--- src/rtl/spm_pkg.sv ---
// Shared definitions for the self-programming (SPM) sequencer.
// Contents:
//   spm_state_e  - sequencer states
//   *_BIT        - SPMCSR bit positions
//   BK_*         - flash bank-select encodings driven on BkSel
package spm_pkg;

    typedef enum logic [2:0] {
        IDLE   = 3'd0,
        ARMED  = 3'd1,
        ADR_LO = 3'd2,
        ADR_HI = 3'd3,
        BUF_LO = 3'd4,
        BUF_HI = 3'd5,
        OP     = 3'd6,
        DONE   = 3'd7
    } spm_state_e;

    // SPMCSR bit positions
    localparam int unsigned SPMIE_BIT  = 7;
    localparam int unsigned RWWSB_BIT  = 6;
    localparam int unsigned RWWSRE_BIT = 4;
    localparam int unsigned PGWRT_BIT  = 2;
    localparam int unsigned PGERS_BIT  = 1;
    localparam int unsigned SPMEN_BIT  = 0;

    // BkSel encodings
    localparam logic [1:0] BK_RD      = 2'b00;
    localparam logic [1:0] BK_NRWW_WR = 2'b01;
    localparam logic [1:0] BK_RWW_WR  = 2'b10;
    localparam logic [1:0] BK_EXCL    = 2'b11;

endpackage

--- src/rtl/spm_flash_ctrl_if.sv ---
// Flash byte-bus between the SPM sequencer and the flash memory model.
// Signals:
//   DBI[7:0]  - data/address byte      DB_WR    - write strobe
//   Adr_0     - byte select (0=lo)     EnAdrLat - address latch enable
//   EnBuf     - write-buffer enable    Erase    - page erase
//   Prog      - page write             BkSel    - bank select
// Modports: master = sequencer (drives all), slave = flash (samples all).
// All signals are registered in the master and only change on clk.
interface spm_flash_ctrl_if;
    logic [7:0] DBI;
    logic       DB_WR;
    logic       Adr_0;
    logic       EnAdrLat;
    logic       EnBuf;
    logic       Erase;
    logic       Prog;
    logic [1:0] BkSel;

    modport master (
        output DBI, DB_WR, Adr_0, EnAdrLat, EnBuf, Erase, Prog, BkSel
    );

    modport slave (
        input DBI, DB_WR, Adr_0, EnAdrLat, EnBuf, Erase, Prog, BkSel
    );
endinterface

--- src/rtl/spm_timer.sv ---
// Loadable down-counter shared by the SPM arm window and the erase/program
// hold time. Load has priority over decrement; the count saturates at zero.
// Ports:
//   clk, nrst   - clock, async active-low reset (count -> 0)
//   load_i      - load load_val_i this cycle
//   load_val_i  - value to load
//   dec_i       - decrement by one (ignored at zero)
//   cnt_o       - current count
//   zero_o      - count is zero
//   last_o      - count is one (the next decrement reaches zero)
module spm_timer #(
    parameter int unsigned W = 16
) (
    input  logic         clk,
    input  logic         nrst,
    input  logic         load_i,
    input  logic [W-1:0] load_val_i,
    input  logic         dec_i,
    output logic [W-1:0] cnt_o,
    output logic         zero_o,
    output logic         last_o
);
    logic [W-1:0] cnt_q, cnt_d;

    always_comb begin
        cnt_d = cnt_q;
        if (load_i) begin
            cnt_d = load_val_i;
        end else if (dec_i && (cnt_q != '0)) begin
            cnt_d = cnt_q - W'(1);
        end
    end

    always_ff @(posedge clk or negedge nrst) begin
        if (!nrst) begin
            cnt_q <= '0;
        end else begin
            cnt_q <= cnt_d;
        end
    end

    assign cnt_o  = cnt_q;
    assign zero_o = (cnt_q == '0);
    assign last_o = (cnt_q == W'(1));
endmodule

--- src/rtl/spm_flash_ctrl.sv ---
// SPM sequencer: turns SPMCSR writes and SPM instruction strobes into the
// flash byte-bus protocol, times page erase / page write, maintains RWWSB and
// stalls the core during NRWW operations.
// Ports:
//   clk, nrst              - clock, async active-low reset
//   spmcsr_we/_din/_dout   - SPMCSR write strobe, write data, read value
//   spm_exec               - one-cycle SPM instruction strobe
//   z_ptr, r1r0            - Z byte address (bit 15 ignored), R1:R0 data
//   fbus                   - flash byte-bus (master side)
//   cpu_halt               - core stall during NRWW erase/write
//   spm_busy               - sequencer not in IDLE
//   spm_irq                - SPMIE & ~SPMEN
// Every output is taken straight from a flop.
module spm_flash_ctrl
    import spm_pkg::*;
#(
    parameter int unsigned PROG_CYCLES = 51040,
    parameter int unsigned ARM_WINDOW  = 4,
    parameter logic [2:0]  NRWW_TOP    = 3'b111
) (
    input  logic                    clk,
    input  logic                    nrst,
    input  logic                    spmcsr_we,
    input  logic [7:0]              spmcsr_din,
    output logic [7:0]              spmcsr_dout,
    input  logic                    spm_exec,
    input  logic [15:0]             z_ptr,
    input  logic [15:0]             r1r0,
    spm_flash_ctrl_if.master        fbus,
    output logic                    cpu_halt,
    output logic                    spm_busy,
    output logic                    spm_irq
);
    localparam int unsigned TMR_MAX = (PROG_CYCLES > ARM_WINDOW) ? PROG_CYCLES : ARM_WINDOW;
    localparam int unsigned TW      = $clog2(TMR_MAX + 1);

    spm_state_e  state_q, state_d;
    logic        spmie_q, spmie_d;
    logic        spmen_q, spmen_d;
    logic        rwwsre_q, rwwsre_d;
    logic        pgwrt_q, pgwrt_d;
    logic        pgers_q, pgers_d;
    logic        rwwsb_q, rwwsb_d;
    logic [14:0] adr_q, adr_d;
    logic [15:0] dat_q, dat_d;
    logic        is_op_q, is_op_d;      // 1: erase/write, 0: buffer fill
    logic        op_erase_q, op_erase_d; // 1: erase, 0: page write
    logic [7:0]  dbi_q, dbi_d;
    logic        db_wr_q, db_wr_d;
    logic        adr0_q, adr0_d;
    logic        en_adr_lat_q, en_adr_lat_d;
    logic        en_buf_q, en_buf_d;
    logic        erase_q, erase_d;
    logic        prog_q, prog_d;
    logic [1:0]  bksel_q, bksel_d;
    logic        halt_q, halt_d;
    logic        busy_q, busy_d;
    logic        irq_q, irq_d;

    logic          tmr_load, tmr_dec, tmr_zero, tmr_last;
    logic [TW-1:0] tmr_val, tmr_cnt;
    logic          clr_cmd;
    logic          is_nrww;
    logic          unused_ok;

    assign unused_ok = ^{z_ptr[15], spmcsr_din[6:5], spmcsr_din[3], tmr_cnt};

    spm_timer #(.W(TW)) u_timer (
        .clk        (clk),
        .nrst       (nrst),
        .load_i     (tmr_load),
        .load_val_i (tmr_val),
        .dec_i      (tmr_dec),
        .cnt_o      (tmr_cnt),
        .zero_o     (tmr_zero),
        .last_o     (tmr_last)
    );

    // Section decode on the live Z value, used in the cycle spm_exec is taken.
    assign is_nrww = (z_ptr[14:12] == NRWW_TOP);

    always_comb begin
        state_d      = state_q;
        spmie_d      = spmie_q;
        spmen_d      = spmen_q;
        rwwsre_d     = rwwsre_q;
        pgwrt_d      = pgwrt_q;
        pgers_d      = pgers_q;
        rwwsb_d      = rwwsb_q;
        adr_d        = adr_q;
        dat_d        = dat_q;
        is_op_d      = is_op_q;
        op_erase_d   = op_erase_q;
        erase_d      = erase_q;
        prog_d       = prog_q;
        bksel_d      = bksel_q;
        halt_d       = halt_q;
        // Bus strobes are single-cycle pulses: default low every cycle.
        dbi_d        = 8'h00;
        db_wr_d      = 1'b0;
        adr0_d       = 1'b0;
        en_adr_lat_d = 1'b0;
        en_buf_d     = 1'b0;
        tmr_load     = 1'b0;
        tmr_val      = '0;
        tmr_dec      = 1'b0;
        clr_cmd      = 1'b0;

        // SPMIE is writable in every state except while armed.
        if (spmcsr_we && (state_q != ARMED)) begin
            spmie_d = spmcsr_din[SPMIE_BIT];
        end

        case (state_q)
            IDLE: begin
                if (spmcsr_we && spmcsr_din[SPMEN_BIT]) begin
                    spmen_d  = 1'b1;
                    rwwsre_d = spmcsr_din[RWWSRE_BIT];
                    pgwrt_d  = spmcsr_din[PGWRT_BIT];
                    pgers_d  = spmcsr_din[PGERS_BIT];
                    tmr_load = 1'b1;
                    tmr_val  = TW'(ARM_WINDOW);
                    state_d  = ARMED;
                end
            end

            ARMED: begin
                if (spm_exec) begin
                    adr_d = z_ptr[14:0];
                    dat_d = r1r0;
                    case ({rwwsre_q, pgwrt_q, pgers_q})
                        3'b000, 3'b001, 3'b010: begin
                            // Address low byte goes out in the ADR_LO cycle.
                            state_d      = ADR_LO;
                            db_wr_d      = 1'b1;
                            en_adr_lat_d = 1'b1;
                            dbi_d        = z_ptr[7:0];
                            is_op_d      = pgwrt_q | pgers_q;
                            op_erase_d   = pgers_q;
                            if (pgwrt_q | pgers_q) begin
                                bksel_d = is_nrww ? BK_EXCL : BK_RWW_WR;
                                halt_d  = is_nrww;
                                if (!is_nrww) begin
                                    rwwsb_d = 1'b1;
                                end
                            end
                        end
                        3'b100: begin
                            // Operations are strictly sequential, so none can be
                            // pending here: re-enabling RWW always succeeds.
                            rwwsb_d = 1'b0;
                            clr_cmd = 1'b1;
                            state_d = IDLE;
                        end
                        default: begin
                            clr_cmd = 1'b1;
                            state_d = IDLE;
                        end
                    endcase
                end else if (tmr_last || tmr_zero) begin
                    clr_cmd = 1'b1;
                    state_d = IDLE;
                end else begin
                    tmr_dec = 1'b1;
                end
            end

            ADR_LO: begin
                state_d      = ADR_HI;
                db_wr_d      = 1'b1;
                en_adr_lat_d = 1'b1;
                adr0_d       = 1'b1;
                dbi_d        = {1'b0, adr_q[14:8]};
            end

            ADR_HI: begin
                if (is_op_q) begin
                    state_d  = OP;
                    tmr_load = 1'b1;
                    tmr_val  = TW'(PROG_CYCLES);
                    erase_d  = op_erase_q;
                    prog_d   = ~op_erase_q;
                end else begin
                    state_d  = BUF_LO;
                    db_wr_d  = 1'b1;
                    en_buf_d = 1'b1;
                    dbi_d    = dat_q[7:0];
                end
            end

            BUF_LO: begin
                state_d  = BUF_HI;
                db_wr_d  = 1'b1;
                en_buf_d = 1'b1;
                adr0_d   = 1'b1;
                dbi_d    = dat_q[15:8];
            end

            BUF_HI: begin
                state_d = DONE;
                clr_cmd = 1'b1;
            end

            OP: begin
                // Counter loaded with PROG_CYCLES on entry; leaving at count 1
                // gives exactly PROG_CYCLES cycles of Erase/Prog.
                if (tmr_last || tmr_zero) begin
                    erase_d = 1'b0;
                    prog_d  = 1'b0;
                    bksel_d = BK_RD;
                    halt_d  = 1'b0;
                    clr_cmd = 1'b1;
                    state_d = DONE;
                end else begin
                    tmr_dec = 1'b1;
                end
            end

            DONE: begin
                state_d = IDLE;
            end

            default: begin
                state_d = IDLE;
            end
        endcase

        if (clr_cmd) begin
            spmen_d  = 1'b0;
            rwwsre_d = 1'b0;
            pgwrt_d  = 1'b0;
            pgers_d  = 1'b0;
        end

        busy_d = (state_d != IDLE);
        irq_d  = spmie_d & ~spmen_d;
    end

    always_ff @(posedge clk or negedge nrst) begin
        if (!nrst) begin
            state_q      <= IDLE;
            spmie_q      <= 1'b0;
            spmen_q      <= 1'b0;
            rwwsre_q     <= 1'b0;
            pgwrt_q      <= 1'b0;
            pgers_q      <= 1'b0;
            rwwsb_q      <= 1'b0;
            adr_q        <= '0;
            dat_q        <= '0;
            is_op_q      <= 1'b0;
            op_erase_q   <= 1'b0;
            dbi_q        <= 8'h00;
            db_wr_q      <= 1'b0;
            adr0_q       <= 1'b0;
            en_adr_lat_q <= 1'b0;
            en_buf_q     <= 1'b0;
            erase_q      <= 1'b0;
            prog_q       <= 1'b0;
            bksel_q      <= BK_RD;
            halt_q       <= 1'b0;
            busy_q       <= 1'b0;
            irq_q        <= 1'b0;
        end else begin
            state_q      <= state_d;
            spmie_q      <= spmie_d;
            spmen_q      <= spmen_d;
            rwwsre_q     <= rwwsre_d;
            pgwrt_q      <= pgwrt_d;
            pgers_q      <= pgers_d;
            rwwsb_q      <= rwwsb_d;
            adr_q        <= adr_d;
            dat_q        <= dat_d;
            is_op_q      <= is_op_d;
            op_erase_q   <= op_erase_d;
            dbi_q        <= dbi_d;
            db_wr_q      <= db_wr_d;
            adr0_q       <= adr0_d;
            en_adr_lat_q <= en_adr_lat_d;
            en_buf_q     <= en_buf_d;
            erase_q      <= erase_d;
            prog_q       <= prog_d;
            bksel_q      <= bksel_d;
            halt_q       <= halt_d;
            busy_q       <= busy_d;
            irq_q        <= irq_d;
        end
    end

    always_comb begin
        spmcsr_dout             = 8'h00;
        spmcsr_dout[SPMIE_BIT]  = spmie_q;
        spmcsr_dout[RWWSB_BIT]  = rwwsb_q;
        spmcsr_dout[RWWSRE_BIT] = rwwsre_q;
        spmcsr_dout[PGWRT_BIT]  = pgwrt_q;
        spmcsr_dout[PGERS_BIT]  = pgers_q;
        spmcsr_dout[SPMEN_BIT]  = spmen_q;
    end

    assign fbus.DBI      = dbi_q;
    assign fbus.DB_WR    = db_wr_q;
    assign fbus.Adr_0    = adr0_q;
    assign fbus.EnAdrLat = en_adr_lat_q;
    assign fbus.EnBuf    = en_buf_q;
    assign fbus.Erase    = erase_q;
    assign fbus.Prog     = prog_q;
    assign fbus.BkSel    = bksel_q;
    assign cpu_halt      = halt_q;
    assign spm_busy      = busy_q;
    assign spm_irq       = irq_q;
endmodule

--- src/flat_wrapper.sv ---
// flat-port wrapper written by rule: the top's interface ports become plain ports
module spm_flash_ctrl_flat import spm_pkg::*;
#(
    parameter int unsigned PROG_CYCLES = 51040,
    parameter int unsigned ARM_WINDOW  = 4,
    parameter logic [2:0]  NRWW_TOP    = 3'b111
)
  (clk, nrst, spmcsr_we, spmcsr_din, spmcsr_dout, spm_exec, z_ptr, r1r0, cpu_halt, spm_busy, spm_irq, fbus_DBI, fbus_DB_WR, fbus_Adr_0, fbus_EnAdrLat, fbus_EnBuf, fbus_Erase, fbus_Prog, fbus_BkSel);
  spm_flash_ctrl_if fbus_i ();
  input  logic clk;
  input  logic nrst;
  input  logic spmcsr_we;
  input  logic [7:0] spmcsr_din;
  output logic [7:0] spmcsr_dout;
  input  logic spm_exec;
  input  logic [15:0] z_ptr;
  input  logic [15:0] r1r0;
  output logic cpu_halt;
  output logic spm_busy;
  output logic spm_irq;
  output wire logic [$bits(fbus_i.DBI)-1:0] fbus_DBI;
  output wire logic [$bits(fbus_i.DB_WR)-1:0] fbus_DB_WR;
  output wire logic [$bits(fbus_i.Adr_0)-1:0] fbus_Adr_0;
  output wire logic [$bits(fbus_i.EnAdrLat)-1:0] fbus_EnAdrLat;
  output wire logic [$bits(fbus_i.EnBuf)-1:0] fbus_EnBuf;
  output wire logic [$bits(fbus_i.Erase)-1:0] fbus_Erase;
  output wire logic [$bits(fbus_i.Prog)-1:0] fbus_Prog;
  output wire logic [$bits(fbus_i.BkSel)-1:0] fbus_BkSel;
  assign fbus_DBI = fbus_i.DBI;
  assign fbus_DB_WR = fbus_i.DB_WR;
  assign fbus_Adr_0 = fbus_i.Adr_0;
  assign fbus_EnAdrLat = fbus_i.EnAdrLat;
  assign fbus_EnBuf = fbus_i.EnBuf;
  assign fbus_Erase = fbus_i.Erase;
  assign fbus_Prog = fbus_i.Prog;
  assign fbus_BkSel = fbus_i.BkSel;
  spm_flash_ctrl #(.PROG_CYCLES(PROG_CYCLES), .ARM_WINDOW(ARM_WINDOW), .NRWW_TOP(NRWW_TOP)) u_core (.clk(clk), .nrst(nrst), .spmcsr_we(spmcsr_we), .spmcsr_din(spmcsr_din), .spmcsr_dout(spmcsr_dout), .spm_exec(spm_exec), .z_ptr(z_ptr), .r1r0(r1r0), .fbus(fbus_i), .cpu_halt(cpu_halt), .spm_busy(spm_busy), .spm_irq(spm_irq));
endmodule
--- config.mk ---
export PLATFORM = sky130hd
export DESIGN_NAME = spm_flash_ctrl_flat
export DESIGN_NICKNAME = d
export VERILOG_FILES = /design/src/rtl/spm_pkg.sv /design/src/rtl/spm_flash_ctrl_if.sv /design/src/rtl/spm_timer.sv /design/src/rtl/spm_flash_ctrl.sv /design/src/flat_wrapper.sv
export SDC_FILE = /design/constraint.sdc
export NUM_CORES = 1
export LEC_CHECK = 0
export ABC_AREA = 1
export BUFFER_PORTS_ARGS = -buffer_cell sky130_fd_sc_hd__buf_4
export CORE_ASPECT_RATIO = 1.5
export CORE_MARGIN = 2
export CORE_UTILIZATION = 55
export CTS_BUF_LIST = sky130_fd_sc_hd__clkbuf_16
export DETAILED_ROUTE_END_ITERATION = 8
export GPL_TIMING_DRIVEN = 0
export HOLD_SLACK_MARGIN = 0.06
export PLACE_DENSITY = 0.8
export SLEW_MARGIN = 30
export SYNTH_ARGS = -nofsm -noshare
export SYNTH_HDL_FRONTEND = slang
export SYNTH_SLANG_ARGS = --single-unit
--- constraint.sdc ---
create_clock -name clk -period 3.4 [get_ports clk]
set_clock_uncertainty 0.2 [all_clocks]
set_input_delay 0.51 -clock clk [delete_from_list [all_inputs] [get_ports clk]]
set_output_delay 0.51 -clock clk [all_outputs]
set_load 0.02 [all_outputs]
==> impl_metrics.csv <==
group,metric,value,unit
yosys,seq_area_frac_synth,48.1,%
critical_path,path_common_cell,"nand2_1",
critical_path,cpLargestDelayFamily,"simple AND/OR/NAND/NOR gates",
pwr,powerDensity,445,nW/um^2
critical_path,slowest_stage,"dfrtp_1",
critical_path,start_kind,"register",
detailed_routing,top_layer_used,"met4",
pwr,ir_worst_vdd,0.389,mV
critical_path,crit_fanout,5,
place,numPortBuffers,64,
place,gp_routability_congestion,0.885,
detailed_routing,drt-met1-wl,3.44,mm
place,place_inst,591,
clock_network,cts_inserted_buffers,9,
detailed_routing,dr.pass1.iters,5,
detailed_routing,vias,3225,
floorplanning,core,6170,sq um
yosys,synth_common_cells,"200 x nand2_1, 68 x dfrtp_1, 31 x inv_1",
yosys,synth_ff_type,"dfrtp_1",
status,status,"finished, final reports clean",
floorplanning,ios,71,
timing,setup_tns,0,ns
pwr,p_int,1.58,mW
final_layout,multi_input_area,1520,sq um
global_routing,grt_antenna_before_repair,0,
global_routing,grt_pass1_vias,3243,
hold_path,hold_class,"input port to async pin",
final_layout,stdcell_count,607,
yosys,syn_avg_cell_area,7.83,sq um
floorplanning,start_util,57.3,%
clock_network,insertion_delay,0.34,ns
job,maxCapViolations,0,
floorplanning,die_area,7100,sq um
clock_network,cts_hold_buf,0,
timing,rsz0062_at_grt,"no",
critical_path,slowest_delay,0.40,ns
timing,min_period,1.99,ns
detailed_routing,post_drt_wl_per_cell,14.6,microns
yosys,ys_seq_elements,68,
critical_path,critPathLaunch,"u_core.u_timer.cnt_o[0]",
global_routing,grt-ovfl-total,0,
timing,fin_crit_sh,58.7,%
critical_path,worst_setup_path_end_kind,"register",
yosys,yosysUniqueCellTypes,30,
timing,slew_headroom,43.2,%
critical_path,critical_path_class,"register to register",
critical_path,crit_arrival,2.02,ns
final_layout,fill_cells,487,
critical_path,crit_required,3.42,ns
floorplanning,rows,35,
timing,hold_viol_final,0,
detailed_routing,wl_met2,4.78,mm
yosys,synthCells,452,
critical_path,worstPathCellList,"inv_1, ha_1, nand2_1, nor2_1, nand2_1, nand2_1, nand2_1, nand2_1, nand2_1, nand2_1, nand2_1",
timing,setup_violations,0,
clock_network,cts_tree,"done",
detailed_routing,ant_nets,0,
pwr,p_leak,2.47,nW
yosys,async_flop_share,100,%
detailed_routing,drt-total-wl,8.86,mm
timing,max_freq,501,MHz
pwr,pwr-share-clk,54.0,%
pwr,power_frac_comb,4.0,%
global_routing,gr-usage-all-layers,26.6,%
clock_network,htreeDepth,3,
critical_path,crit_buf_inv,1,
timing,holdWs,0.0615,ns
final_layout,diodes,0,
clock_network,cts.clk_slew.worst_paths,0.06,ns
yosys,synth_top_area_share,48.1,%
detailed_routing,via_per_inst,5.31,
pwr,seqPwrFrac,42.1,%
yosys,synth_area_leaders,"dfrtp_1 48%, nand2_1 21%, nand4_1 4.6%",
global_routing,grt_pass1_wl,14.8,mm
yosys,synth_area,3540,sq um
yosys,yosysTopAreaCell,"dfrtp_1",
clock_network,numClockSinks,68,
critical_path,worstReg2RegStart,"u_core.u_timer.cnt_o[0]",
clock_network,clk_path_buf_depth,2,
yosys,synth_warnings,0,
final_layout,drive_above_1_share,22.5,%
detailed_routing,drc,0,
pwr,p_sw_share,20.4,%
place,hpwl,6.26,mm
clock_network,cts_resized,0,
timing,slew_viol_final,0,
final_layout,fin_nets,575,
global_routing,grt_max_degree,69,
detailed_routing,wl_met3,447,microns
final_layout,regArea,1700,sq um
yosys,synth_edf_count,0,
clock_network,post_cts_buffers,0,
yosys,yosysMostFrequentCell,"nand2_1",
timing,tightest_slew,0.852,ns
pwr,power.switching,0.404,mW
detailed_routing,drt-initial-drc-count,310,
final_layout,area_growth,25.9,%
floorplanning,dieHeight,102,microns
floorplanning,die_w,69.5,microns
clock_network,cts-root-buf,"clkbuf_16",
layer usage:
layer | vias up | GRT usage (%)
li1 | 1580 | -
met1 | 1530 | 29.4
met2 | 96 | 49.6
met3 | 19 | 5.33
met4 | 0 | 11.3
met5 | - | 0
power groups by stage:
stage                     combinational, mW  clock, mW  sequential (mW)
after floorplan                      0.0210          0            0.848
after global placement               0.0785          0            0.848
after detailed placement             0.0805          0            0.848
after CTS                            0.0809       1.07            0.834
after global routing                 0.0884       1.11            0.836
final                                0.0789       1.07            0.834
stage by stage:
stage / setup slack [ns] / power, mW / utilization [%] / cell area, sq um
final: 1.41 / 1.98 / 72.1 / 4450
after global routing: 1.23 / 2.03 / 72.1 / 4450
after CTS: 1.41 / 1.98 / 72.1 / 4450
after detailed placement: 1.47 / 0.929 / 66.6 / 4120
after global placement: 1.51 / 0.926 / 66.6 / 4120
after floorplan: 1.72 / 0.869 / - / 3540
cell usage in the layout (no fill, tap or decap), types with 6 or more instances in the layout:
cell type / netlist / routed
buf_4: 12 / 76
clkbuf_16: 0 / 9
dfrtp_1: 68 / 68
inv_1: 31 / 31
inv_2: 6 / 6
nand2_1: 200 / 200
nand3_1: 20 / 20
nand4_1: 26 / 26
nor2_1: 29 / 29
o21ai_0: 8 / 8
registers in the layout, indices dropped and copies added (netlist names), 2 cells and up:
signal                cells
u_core.adr_q              7
u_core.state_q            3
u_core.fbus.DBI           8
u_core.dat_q             16
u_core.fbus.BkSel         2
u_core.u_timer.cnt_o     16
worst paths after layout:
path                                             to  slack (ns)  depth (start not counted)
setup / recovery           u_core.u_timer.cnt_o[14]        1.41                         11
max in group asynchronous  u_core.u_timer.cnt_o[15]        2.36                          1
setup reg to reg           u_core.u_timer.cnt_o[14]        1.41                         11
hold reg to reg                    u_core.dat_q[14]        0.27                          2
min in group clk                    u_core.dat_q[0]        0.17                          3
hold / removal             u_core.u_timer.cnt_o[13]        0.06                          1
logic make-up (layout without fill, tap and decap cells):
family	after synthesis	count (layout)	share of synthesized area, %
other cells	1	2	0.106
buf+inv	59	139	8.98
xor+xnor	7	7	1.73
fa+ha+maj	3	3	1.06
flops	68	68	48.1
simple gates	297	297	37.4
compound gates	17	17	2.62
worst register-to-register path: stages (launching register included):
cell and delay (ns):
dfrtp_1 0.40, inv_1 0.16, ha_1 0.26, nand2_1 0.16, nor2_1 0.28, nand2_1 0.09, nand2_1 0.07, nand2_1 0.06
nand2_1 0.05, nand2_1 0.05, nand2_1 0.06, nand2_1 0.04
cell type report:
cell class / instances / area share, %
Timing Repair Buffer: 64 / 10.8
Sequential cell: 68 / 38.2
Inverter: 37 / 3.12
Clock buffer: 9 / 5.06
Clock inverter: 7 / 2.56
Buffer: 22 / 4.02
Multi-Input combinational cell: 326 / 34.2
Tap cell: 74 / 2.08
Power figures use the tool's default switching activity.
